==> src/rtl/audio_pkg.sv <==
// Shared definitions for the PONG audio subsystem (capture and playback sides).
package audio_pkg;

  localparam int unsigned SAMPLE_W    = 16;
  localparam int unsigned SHIFT       = 14;
  localparam int unsigned BOINK_DEPTH = 65405;
  localparam int unsigned WIN_DEPTH   = 15435;

  typedef enum logic [1:0] {
    StIdle   = 2'd0,
    StArm    = 2'd1,
    StRecord = 2'd2,
    StDone   = 2'd3
  } cap_state_e;

endpackage

==> src/rtl/audio_mono_sat.sv <==
// L/R average to a saturated 16-bit playback word, plus its magnitude.
module audio_mono_sat
  import audio_pkg::*;
(
  input  logic [31:0]         left_i,
  input  logic [31:0]         right_i,
  output logic [SAMPLE_W-1:0] word_o,
  output logic [SAMPLE_W-1:0] abs_o
);

  localparam int unsigned TopLsb = SHIFT + SAMPLE_W - 1;

  logic [32:0] sum;
  logic [32:0] avg;
  logic        in_range;
  logic        unused_avg;

  assign sum = {left_i[31], left_i} + {right_i[31], right_i};
  assign avg = {sum[32], sum[32:1]};

  // Bits below SHIFT are dropped by the playback format.
  assign unused_avg = ^avg[SHIFT-1:0];

  assign in_range = (avg[32:TopLsb] == '0) || (avg[32:TopLsb] == '1);

  always_comb begin
    if (in_range) begin
      word_o = avg[TopLsb:SHIFT];
    end else if (avg[32]) begin
      word_o = 16'h8000;
    end else begin
      word_o = 16'h7FFF;
    end
  end

  // -16'h8000 wraps back to 16'h8000, which reads correctly as an unsigned magnitude.
  assign abs_o = word_o[SAMPLE_W-1] ? (~word_o + 16'd1) : word_o;

endmodule

==> src/rtl/audio_capture.sv <==
// Record path: drains the mic FIFO, mixes to mono and writes words sequentially into capture RAM.
module audio_capture
  import audio_pkg::*;
#(
  parameter int unsigned DEPTH  = BOINK_DEPTH,
  parameter int unsigned ADDR_W = 23,
  parameter int unsigned DECIM  = 1,
  parameter int unsigned THRESH = 0
) (
  input  logic                CLOCK_50,
  input  logic                KEY,
  input  logic                start,
  input  logic                abort,
  input  logic                audio_in_available,
  input  logic [31:0]         left_channel_audio_in,
  input  logic [31:0]         right_channel_audio_in,
  output logic                read_audio_in,
  output logic [ADDR_W-1:0]   mem_address,
  output logic [SAMPLE_W-1:0] mem_data,
  output logic                mem_wren,
  output logic                busy,
  output logic                done,
  output logic [ADDR_W-1:0]   sample_count,
  output logic [SAMPLE_W-1:0] peak
);

  localparam int unsigned       DecimW    = (DECIM > 1) ? $clog2(DECIM) : 1;
  localparam logic [DecimW-1:0] DecimLast = DecimW'(DECIM - 1);
  localparam logic [ADDR_W-1:0] LastAddr  = ADDR_W'(DEPTH - 1);
  localparam logic [SAMPLE_W-1:0] ThreshW = SAMPLE_W'(THRESH);

  cap_state_e          state_q, state_d;
  logic [DecimW-1:0]   decim_q, decim_d;
  logic [ADDR_W-1:0]   addr_q, addr_d;
  logic [SAMPLE_W-1:0] data_q, data_d;
  logic                wren_q, wren_d;
  logic [ADDR_W-1:0]   count_q, count_d;
  logic [SAMPLE_W-1:0] peak_q, peak_d;

  logic [SAMPLE_W-1:0] word;
  logic [SAMPLE_W-1:0] word_abs;
  logic                pop;
  logic                keep;
  logic                write;
  logic [ADDR_W-1:0]   waddr;
  logic [DecimW-1:0]   decim_next;

  audio_mono_sat u_mono_sat (
    .left_i  (left_channel_audio_in),
    .right_i (right_channel_audio_in),
    .word_o  (word),
    .abs_o   (word_abs)
  );

  // The FIFO is always drained so the controller never stalls.
  assign pop           = audio_in_available;
  assign read_audio_in = audio_in_available;
  assign keep          = pop && (decim_q == '0);
  assign decim_next    = (decim_q == DecimLast) ? '0 : decim_q + DecimW'(1);

  always_comb begin
    state_d = state_q;
    decim_d = decim_q;
    addr_d  = addr_q;
    data_d  = data_q;
    wren_d  = 1'b0;
    count_d = count_q;
    peak_d  = peak_q;
    write   = 1'b0;
    waddr   = addr_q;

    if (abort) begin
      state_d = StIdle;
    end else begin
      unique case (state_q)
        StIdle, StDone: begin
          if (start) begin
            state_d = StArm;
            decim_d = '0;
            addr_d  = '0;
            count_d = '0;
            peak_d  = '0;
          end
        end
        StArm: begin
          if (pop) decim_d = decim_next;
          if (keep && (word_abs >= ThreshW)) begin
            write   = 1'b1;
            waddr   = '0;
            state_d = (LastAddr == '0) ? StDone : StRecord;
          end
        end
        StRecord: begin
          if (pop) decim_d = decim_next;
          if (keep) begin
            write = 1'b1;
            waddr = addr_q + ADDR_W'(1);
            if (waddr == LastAddr) state_d = StDone;
          end
        end
        default: state_d = StIdle;
      endcase
    end

    if (write) begin
      wren_d  = 1'b1;
      addr_d  = waddr;
      data_d  = word;
      count_d = waddr + ADDR_W'(1);
      peak_d  = (word_abs > peak_q) ? word_abs : peak_q;
    end
  end

  always_ff @(posedge CLOCK_50 or negedge KEY) begin
    if (!KEY) begin
      state_q <= StIdle;
      decim_q <= '0;
      addr_q  <= '0;
      data_q  <= '0;
      wren_q  <= 1'b0;
      count_q <= '0;
      peak_q  <= '0;
    end else begin
      state_q <= state_d;
      decim_q <= decim_d;
      addr_q  <= addr_d;
      data_q  <= data_d;
      wren_q  <= wren_d;
      count_q <= count_d;
      peak_q  <= peak_d;
    end
  end

  assign mem_address  = addr_q;
  assign mem_data     = data_q;
  assign mem_wren     = wren_q;
  assign sample_count = count_q;
  assign peak         = peak_q;
  assign busy         = (state_q == StArm) || (state_q == StRecord);
  assign done         = (state_q == StDone);

endmodule

==> config.mk <==
export PLATFORM = sky130hd
export DESIGN_NAME = audio_capture
export DESIGN_NICKNAME = d
export VERILOG_FILES = /design/src/rtl/audio_pkg.sv /design/src/rtl/audio_mono_sat.sv /design/src/rtl/audio_capture.sv
export SDC_FILE = /design/constraint.sdc
export NUM_CORES = 1
export LEC_CHECK = 0
export BUFFER_PORTS_ARGS = -buffer_cell sky130_fd_sc_hd__buf_2
export CAP_MARGIN = 10
export CORE_AREA = 2 2 133 135
export CTS_BUF_LIST = sky130_fd_sc_hd__clkbuf_4 sky130_fd_sc_hd__clkbuf_8 sky130_fd_sc_hd__clkbuf_16
export DETAILED_ROUTE_END_ITERATION = 10
export DIE_AREA = 0 0 135 137
export PLACE_DENSITY = 0.63
export SETUP_SLACK_MARGIN = 0.1
export SLEW_MARGIN = 40
export SYNTH_ARGS = -nofsm -noshare
export SYNTH_HDL_FRONTEND = slang
export SYNTH_SLANG_ARGS = --single-unit
==> constraint.sdc <==
create_clock -name CLOCK_50 -period 4 [get_ports CLOCK_50]
set_input_delay 0.2 -clock CLOCK_50 [delete_from_list [all_inputs] [get_ports CLOCK_50]]
set_output_delay 0.2 -clock CLOCK_50 [all_outputs]
set_load 0.02 [all_outputs]
# Word-level counts from Yosys, hierarchy flattened
# Cells that the tools add are included.
# totals
reg_bits	82
in_bits	69
output_inout_bits	82
word_cells	76
# classes
addsub	5
magnitude_cmp	2
n_eq_ne	13
muxes	32
bitwise_logic	3
n_reduce_logical	14
# op_table
cell	n
$mux W23	8
$mux W16	8
$add A23 B1 Y23 const B	2
$pmux W23 S2	1
$add A32 B32 Y33	1
$eq A23 B16 Y1 const B	1
$add A16 B1 Y16 const B	1
$ge A16 B1 Y1 const B	1
$gt A16 B16 Y1	1
$not A16 Y16	1
$ne A3 B3 Y1 const B	4
$mux W2	5
$reduce_and A4 Y1	2
$mux W1	7
$ne A2 B1 Y1 const B	3
$pmux W2 S3	1
$reduce_and A3 Y1	2
$eq A2 B2 Y1 const B	2
$eq A4 B4 Y1 const B	1
$logic_not A4 Y1	1
$pmux W1 S2	2
$reduce_bool A2 Y1	2
$reduce_or A2 Y1	2
$eq A2 B1 Y1 const B	1
6 further kinds	9

# Depth between registers and ports, before layout
# Gate-level depths: netlist (run 1).
# logic_depth
ltp_word	14
mapped_depth	29
mapped_depth_nobuf	25

# Hierarchy
# Synthesis (run 1) repeated with hierarchy kept, for this count alone.
# hier_totals
hier_cells	1028
area_unflattened_um2	7943.9
# by_module_without_submodules
module	instances	cells_each	area_each_um2	seq_area_each_um2
audio_capture	1	667	5444.0	2026.9
audio_mono_sat	1	361	2499.9	0.0

# Worst setup path before layout (run 1)
# No wires, ideal clock.
# synth_path
kind	input-to-reg
start	input left_channel_audio_in[15]
end	register peak_q[10], in the netlist peak[10]
setup_time_ns	0.066
arrival_ns	5.731
required_time_ns	3.934
setup_slack_ns	-1.797
cell_stages	27
path_buffers	3
cell_sequence	ha_1 > buf_2 > a21oi_1 > o21ai_0 > a311oi_2 > o22ai_1 > a21oi_1 > xor2_1 > o21ai_1 > a21oi_1 > ha_1 > clkbuf_1 > inv_1 > a21oi_1 > a31oi_1 > o22a_1 > ha_1 > o21a_1 > o21a_1 > o21a_1 > o21a_1 > o21a_1 > o21ai_0 > a21oi_1 > nor2_1 > clkbuf_1 > a22o_1
# synth_between
elab_chain_len	14
word_cells_on_any_way	22
classes_between	2 x add/sub; 2 x order compare; 3 x eq/ne; 8 x mux; 1 x bitwise; 6 x reduce/logical
# synth_lines
item	line_no	text
from (decl)	audio_capture.sv:15	input logic [31:0] left_channel_audio_in,
$add A32 B32 Y33 *	audio_mono_sat.sv:18	assign sum = {left_i[31], left_i} + {right_i[31], right_i};
$eq A4 B4 Y1 / $logic_not A4 Y1 (equally long branches)	audio_mono_sat.sv:24	assign in_range = (avg[32:TopLsb] == '0) || (avg[32:TopLsb] == '1);
$logic_or A1 B1 Y1	audio_mono_sat.sv:24	
$mux W16 *	audio_mono_sat.sv:27	if (in_range) begin
$not A16 Y16	audio_mono_sat.sv:37	assign abs_o = word_o[SAMPLE_W-1] ? (~word_o + 16'd1) : word_o;
$add A16 B1 Y16	audio_mono_sat.sv:37	
$mux W16 *	audio_mono_sat.sv:37	
$ge A16 B1 Y1	audio_capture.sv:87	if (keep && (word_abs >= ThreshW)) begin
$logic_and A1 B1 Y1	audio_capture.sv:87	
$mux W1	audio_capture.sv:87	
$pmux W1 S2	audio_capture.sv:75	unique case (state_q)
$mux W1	audio_capture.sv:72	if (abort) begin
$ne A2 B1 Y1 (no source line) / $reduce_bool A2 Y1 (equally long branches)	n/a	
$reduce_and A4 Y1 (no source line)	n/a	
to (signal assigned)	audio_capture.sv:130	peak_q <= peak_d;
to (decl)	audio_capture.sv:38	logic [SAMPLE_W-1:0] peak_q, peak_d;
# Mark *: on every way between the ends. The rest lies on a longest branch, timed or not. The select of a mux whose other input is x is not followed.
# A chain may end at the register's enable or synchronous reset.

# Worst setup path after layout (run 1)
# layout_path
start	input right_channel_audio_in[15]
end	register peak_q[1], in the netlist peak[1]
# layout_between
elab_chain_len	14
word_cells_on_any_way	22
classes_between	2 x add/sub; 2 x order compare; 3 x eq/ne; 8 x mux; 1 x bitwise; 6 x reduce/logical
# layout_lines
item	line_no	text
from (decl)	audio_capture.sv:16	input logic [31:0] right_channel_audio_in,
$add A32 B32 Y33 *	audio_mono_sat.sv:18	
$eq A4 B4 Y1 / $logic_not A4 Y1 (equally long branches)	audio_mono_sat.sv:24	
$logic_or A1 B1 Y1	audio_mono_sat.sv:24	
$mux W16 *	audio_mono_sat.sv:27	
$not A16 Y16	audio_mono_sat.sv:37	
$add A16 B1 Y16	audio_mono_sat.sv:37	
$mux W16 *	audio_mono_sat.sv:37	
$ge A16 B1 Y1	audio_capture.sv:87	
$logic_and A1 B1 Y1	audio_capture.sv:87	
$mux W1	audio_capture.sv:87	
$pmux W1 S2	audio_capture.sv:75	
$mux W1	audio_capture.sv:72	
$ne A2 B1 Y1 (no source line) / $reduce_bool A2 Y1 (equally long branches)	n/a	
$reduce_and A4 Y1 (no source line)	n/a	
# Marked as above.

==> impl_metrics.py, run 1 <==
metrics = {
    "drt": {
        "final_antenna_net_count": 0,
        "routed_wl_um": 27000,
        "vias": 8664,
        "drt-wirelength-per-cell_um": 17.7,
        "vias_per_cell": 5.70,
        "first_pass_iters": 5,
        "drtIter0Drc": 642,
        "route.detailed.drc": 0,
    },
    "synth": {
        "syn_area_mm2": 0.00758,
        "async_flop_share_pct": 100,
        "netlist_instances": 960,
        "synth.avg_cell_area_um2": 7.90,
        "ys.flop_type": "dfrtp_1",
        "syn_nets": 1083,
        "ys_types": 85,
        "synth_edf_count": 0,
        "yosysWarnings": 0,
        "synth-seq-cells": 81,
        "ys_seq_area_share_pct": 26.7,
    },
    "final_layout": {
        "fillerInstances": 1509,
        "finish.utilization_pct": 65.5,
        "layout-drive-gt1-share_pct": 39.0,
        "finalNetCount": 1412,
        "syn2layout_area_growth_pct": 47.3,
        "design_area_mm2": 0.0112,
        "fin_cells": 1519,
        "layout_commonest_cell": "buf_4",
        "seq_area_mm2": 0.00203,
        "multi_input_area_mm2": 0.00586,
        "diodes": 0,
        "mostFrequentLayoutCells": "buf_4, buf_2, nand2_1",
    },
    "global_route": {
        "antenna_found_initial": 0,
        "grt_pass1_vias": 8314,
        "grt.total_usage_pct": 29.2,
        "grt-ovfl-total": 0,
        "grt_pass1_wl_um": 43000,
        "grt_start_max_net_pins": 51,
    },
    "sta": {
        "finalHoldViolations": 0,
        "post-route-min-period_ps": 4330,
        "drv_slew": 0,
        "setup_viol": 16,
        "slew_headroom_pct": 42.4,
        "max_clock_freq_mhz": 231,
        "setup_tns_ps": -4770,
        "finClkSkew_ps": 11.3,
        "period_share_pct": 108,
        "setup_ws_ps": -328,
        "tightestPinTransition_ps": 864,
        "rsz0062_at_grt": "true",
    },
    "run_status": {
        "violations": "setup timing",
        "status": "finished, violations left",
    },
    "floorplan": {
        "row_count": 48,
        "core_area_mm2": 0.0171,
        "initial_core_util_pct": 44.5,
        "die_y_um": 137,
        "ios": 151,
        "die_x_um": 135,
        "die_area_mm2": 0.0185,
    },
    "hold_path": {
        "hp-class": "in -> reg",
    },
    "pwr": {
        "powerDensity_mw_per_mm2": 519,
        "p_int_mw": 3.19,
        "p_clk_share_pct": 16.9,
        "power_leakage_nw": 5.13,
        "ir_drop_mv": 0.470,
        "power_frac_comb_pct": 60.0,
        "switchingPower_mw": 2.61,
        "switching_share_pct": 45.0,
        "p_seq_share_pct": 23.2,
    },
    "clock_network": {
        "cts_made_buffers": 9,
        "cts_sinks": 81,
        "clk_pin_slew_ps": 70,
        "h-tree-depth": 3,
        "cts_tree": "yes",
        "clkLatencyLatePin_ps": 360,
        "cts_root_buffer": "clkbuf_16",
        "cts_buffer_depth": 2,
    },
    "critical_path": {
        "crit_top_cell": "buf_4",
        "cp.required_ps": 4250,
        "rrSetupSlack_ps": 310,
        "cp_max_fo": 16,
        "worst_setup_path_start_kind": "input port",
        "slowest_stage": "mux2i_2",
        "arrival_ps": 4580,
        "end_kind": "flip-flop",
        "criticalPathCategory": "in -> reg",
        "cpPeakStageDelay_ps": 300,
    },
    "placed_design": {
        "post_dp_cell_area_mm2": 0.0101,
        "place_congestion": 0.968,
        "port_buffers": 150,
        "placed_cells": 1480,
        "place_ws_ps": -1010,
        "dp.final_hpwl_um": 20200,
    },
    "flow_run": {
        "drv_cap": 0,
    },
}
## stage by stage
| step | power [mW] | hold slack (ps) |
|---|---|---|
| CTS | 5.66 | 217 |
| global route | 6.19 | 247 |
| finish | 5.80 | 225 |
| floorplan | 3.24 | -95.6 |
| global placement | 4.46 | 250 |
| detailed placement | 4.50 | 253 |
## final cells by class
type                       instances  area share (%)
multi-input combinational        787            52.4
timing repair buffer             377            22.7
sequential                        81            18.1
tap                              225            2.52
clock buffer                      11            2.15
inverter                          33            1.13
clock inverter                     5           0.930
## kinds of logic (layout without fill, tap and decap cells)
group	count (synthesis)	count (layout)	share of synthesized area [%]
buffers and inverters	92	426	5.71
muxes	8	8	1.09
xor gates and xnor gates	47	47	5.43
adders and majority gates	54	54	8.91
AOI/OAI and AO/OA	343	343	29.7
and+or+nand+nor	335	335	22.5
DFF	81	81	26.7
## power groups by stage
stage,combinational [mW],sequential [mW],clock [mW]
after global placement,3.12,1.34,0
after floorplan,1.70,1.54,0
after detailed placement,3.15,1.35,0
after CTS,3.34,1.34,0.989
final,3.48,1.34,0.979
after global routing,3.79,1.38,1.02
## sequential cells by signal (all words and copies together) (netlist names)
register and flops:
mem_address 23, state_q 2, sample_count 23, mem_data 16, peak 16, mem_wren 1
## timing repair
action	4_1_cts	5_1_grt
endpoints found under the hold margin	45	0
setup endpoints to repair	16	17
pin swaps	39	15
hold buffers	1	0
resized for setup	72	31
buffers inserted	10	12
## Yosys cell counts (5+ instances only)
cell type / number / share of area, %
a211o_1: 6 / 0.69
a211oi_1: 7 / 0.69
a21o_1: 17 / 1.7
a21oi_1: 74 / 4.9
a22o_1: 21 / 2.4
a31oi_1: 11 / 0.91
and2_1: 7 / 0.58
and3_1: 13 / 1.1
and4_1: 5 / 0.58
buf_2: 7 / 0.46
buf_4: 8 / 0.79
buf_6: 6 / 0.89
clkbuf_1: 37 / 1.8
dfrtp_1: 81 / 27
ha_1: 54 / 8.9
inv_1: 32 / 1.6
mux2i_1: 6 / 0.79
nand2_1: 128 / 6.3
nand2b_1: 7 / 0.58
nand3_1: 26 / 1.7
nand3b_1: 5 / 0.49
nand4_1: 13 / 1.1
nor2_1: 54 / 2.7
nor3_1: 28 / 1.8
nor4_1: 14 / 1.2
o211ai_1: 10 / 0.99
o21a_1: 21 / 2.1
o21ai_0: 97 / 6.4
o21ai_1: 5 / 0.33
o2bb2ai_1: 6 / 0.69
o31ai_1: 9 / 0.89
xnor2_1: 29 / 3.3
xor2_1: 18 / 2.1
## critical path: cells and delay by family
family                     cells  cell delay (ps)
xor gates and xnor gates       1              190
and+or+nand+nor                4              370
AOI/OAI and AO/OA             12             1770
adders and majority gates      3              780
buffers and inverters          7              960
muxes                          1              300
## per-layer routing
metal	up-vias	GRT usage (%)	part of all wire, %
li1	4225	-	-
met3	42	5.15	6.1
met2	293	46.2	45
met1	4104	41.6	47
met5	-	0	0
met4	0	6.83	1.6
## final timing paths
check,cells past startpoint,from,to
hold / removal,2,abort,state_q[0]
hold reg to reg,2,sample_count[12],sample_count[12]
setup / recovery,28,right_channel_audio_in[15],peak[1]
setup reg to reg,12,state_q[0],sample_count[21]
max in group asynchronous,3,KEY,peak[7]
min in group asynchronous,2,KEY,sample_count[11]
Power figures use the tool's default switching activity.
==> run 2: changes to the inputs <==
--- a/config.mk
+++ b/config.mk
@@ -5,13 +5,14 @@
 export SDC_FILE = /design/constraint.sdc
 export NUM_CORES = 1
 export LEC_CHECK = 0
+export ABC_AREA = 1
 export BUFFER_PORTS_ARGS = -buffer_cell sky130_fd_sc_hd__buf_2
 export CAP_MARGIN = 10
-export CORE_AREA = 2 2 133 135
+export CORE_AREA = 2 2 136 138
 export CTS_BUF_LIST = sky130_fd_sc_hd__clkbuf_4 sky130_fd_sc_hd__clkbuf_8 sky130_fd_sc_hd__clkbuf_16
 export DETAILED_ROUTE_END_ITERATION = 10
-export DIE_AREA = 0 0 135 137
-export PLACE_DENSITY = 0.63
+export DIE_AREA = 0 0 138 140
+export PLACE_DENSITY = 0.62
 export SETUP_SLACK_MARGIN = 0.1
 export SLEW_MARGIN = 40
 export SYNTH_ARGS = -nofsm -noshare
==> constraint.sdc (replaced) <==
create_clock -name CLOCK_50 -period 4 [get_ports CLOCK_50]
set_input_delay 0.8 -clock CLOCK_50 [delete_from_list [all_inputs] [get_ports CLOCK_50]]
set_output_delay 0.8 -clock CLOCK_50 [all_outputs]
set_load 0.02 [all_outputs]
==> impl_metrics.py, run 2 <==
metrics = {
    "synth": {
        "synth_common_cells": "nand2_1, inv_1, nand3_1",
        "syn_area_mm2": 0.00794,
        "synth_edf_count": 0,
        "synth_top_area_share_pct": 25.5,
        "syn_nets": 1357,
        "netlist_instances": 1234,
        "synth_largest_area_cell": "dfrtp_1",
        "ys_seq_area_share_pct": 25.5,
        "yosysWarnings": 0,
        "synth.avg_cell_area_um2": 6.43,
        "synth-seq-cells": 81,
        "synth.most_common_cell": "nand2_1",
        "async_flop_share_pct": 100,
        "ys_types": 51,
        "synth_area_leaders": "dfrtp_1, nand2_1, ha_1, inv_1, nand3_1",
        "ys.flop_type": "dfrtp_1",
    },
    "sta": {
        "period_share_pct": 113,
        "post-route-min-period_ps": 4530,
        "finalHoldViolations": 0,
        "setup_viol": 16,
        "finClkSkew_ps": 8.86,
        "drv_slew": 0,
        "rsz0062_at_grt": "true",
        "setup_tns_ps": -7630,
        "whs_ps": 406,
        "tightestPinTransition_ps": 629,
        "setup_ws_ps": -532,
        "max_clock_freq_mhz": 221,
        "slew_headroom_pct": 58.0,
    },
    "final_layout": {
        "finish.utilization_pct": 63.5,
        "fin_cells": 1766,
        "layout-drive-gt1-share_pct": 35.4,
        "multi_input_area_mm2": 0.00585,
        "diodes": 0,
        "fillerInstances": 1690,
        "layout_commonest_cell": "nand2_1",
        "design_area_mm2": 0.0113,
        "finalNetCount": 1655,
        "mostFrequentLayoutCells": "nand2_1, buf_4, inv_1",
        "seq_area_mm2": 0.00203,
        "syn2layout_area_growth_pct": 42.2,
    },
    "pwr": {
        "power_leakage_nw": 5.78,
        "ir_drop_mv": 0.426,
        "powerDensity_mw_per_mm2": 543,
        "p_total_mw": 6.13,
    },
    "drt": {
        "drt-wirelength-per-cell_um": 15.1,
        "vias_per_cell": 5.21,
        "drtIter0Drc": 581,
        "route.detailed.drc": 0,
        "wl_met2_um": 13200,
        "first_pass_iters": 5,
        "routed_wl_um": 26600,
        "highest_layer": "met4",
        "met1_length_um": 11700,
        "route.met3.wl_um": 1050,
        "final_antenna_net_count": 0,
        "vias": 9195,
    },
    "critical_path": {
        "arrival_ps": 4770,
        "cpPeakStageDelay_ps": 280,
        "worst_setup_path_start_kind": "input port",
        "r2r-end": "sample_count[17]",
        "crit_top_cell": "buf_4",
        "ff2ff_path_depth": 18,
        "r2r_start": "state_q[0]",
        "cp.required_ps": 4240,
        "cp_max_fo": 5,
        "slowest_stage": "ha_4",
        "end_kind": "flip-flop",
        "rrSetupSlack_ps": 740,
        "criticalPathCategory": "in -> reg",
    },
    "clock_network": {
        "cts_sinks": 81,
        "cts_made_buffers": 9,
        "cts_root_buffer": "clkbuf_16",
        "clk_pin_slew_ps": 60,
        "clkLatencyLatePin_ps": 350,
        "cts_buffer_depth": 2,
        "h-tree-depth": 3,
        "postCtsHoldBufs": 0,
        "cts_tree": "yes",
    },
    "placed_design": {
        "place_ws_ps": -964,
        "dp.final_hpwl_um": 20400,
        "port_buffers": 150,
        "placed_cells": 1725,
        "post_dp_cell_area_mm2": 0.0102,
        "place_congestion": 0.928,
    },
    "floorplan": {
        "row_count": 49,
        "core_area_mm2": 0.0178,
        "ios": 151,
        "die_y_um": 140,
        "initial_core_util_pct": 44.6,
        "die_area_mm2": 0.0193,
        "die_x_um": 138,
    },
    "global_route": {
        "antenna_found_initial": 0,
        "grt-ovfl-total": 0,
        "grt.total_usage_pct": 27.3,
        "grt_pass1_vias": 8802,
        "grt_start_max_net_pins": 67,
        "grt_pass1_wl_um": 43300,
    },
    "hold_path": {
        "hp-class": "in -> async",
    },
    "run_status": {
        "status": "finished, violations left",
        "violations": "setup timing",
    },
    "flow_run": {
        "drv_cap": 0,
    },
}
run 2: layout make-up:
class	count	share of cell area, %
flip-flops and latches	81	18.0
inverters	185	6.30
multi-input cells	936	51.8
clock inverters	4	0.676
repair buffers	318	18.4
clock buffers	12	2.25
repair inverters	1	0.0554
well taps	229	2.54
run 2: cells by family after synthesis:
logic type               share of synthesized area (%)
AO/OA/AOI/OAI                                     15.3
XOR/XNOR                                          2.21
adder cells (fa/ha/maj)                           8.51
buffers and inverters                             10.8
flip-flops                                        25.5
AND/OR/NAND/NOR                                   37.6
run 2: routing by layer:
layer / track usage (%) / up-vias
li1: - / 4638
met1: 34.5 / 4279
met2: 48.8 / 238
met3: 3.18 / 40
met4: 8.75 / 0
met5: 0 / -
run 2: worst max-delay path by stage:
stage | slack (ps) | start | to
2_1_floorplan | -850 | left_channel_audio_in[11] | peak[3]
3_3_place_gp | -820 | left_channel_audio_in[4] | peak[3]
3_5_place_dp | -960 | left_channel_audio_in[12] | peak[3]
4_1_cts | -300 | left_channel_audio_in[5] | peak[0]
5_1_grt | -790 | right_channel_audio_in[27] | peak[0]
6_report | -530 | right_channel_audio_in[27] | peak[8]
run 2: report_power, final:
part / internal [mW] / leakage (nW) / switching (mW)
clock: 0.579 / 0.160 / 0.348
sequential: 1.10 / 1.07 / 0.258
combinational: 1.48 / 4.55 / 2.36
total: 3.16 / 5.78 / 2.97
run 2: worst max-delay path: cells and delay by family:
kind,cells,cell delay (ps)
AO/OA/AOI/OAI,3,250
adder cells (fa/ha/maj),2,410
buffers and inverters,17,1870
AND/OR/NAND/NOR,15,1430
run 2: timing repair:
| item | 4_1_cts | 5_1_grt |
|---|---|---|
| pin swaps | 53 | 27 |
| gates resized for setup | 75 | 34 |
| setup endpoints to repair | 16 | 16 |
| buffers inserted | 20 | 4 |
| gates cloned | 1 | 0 |
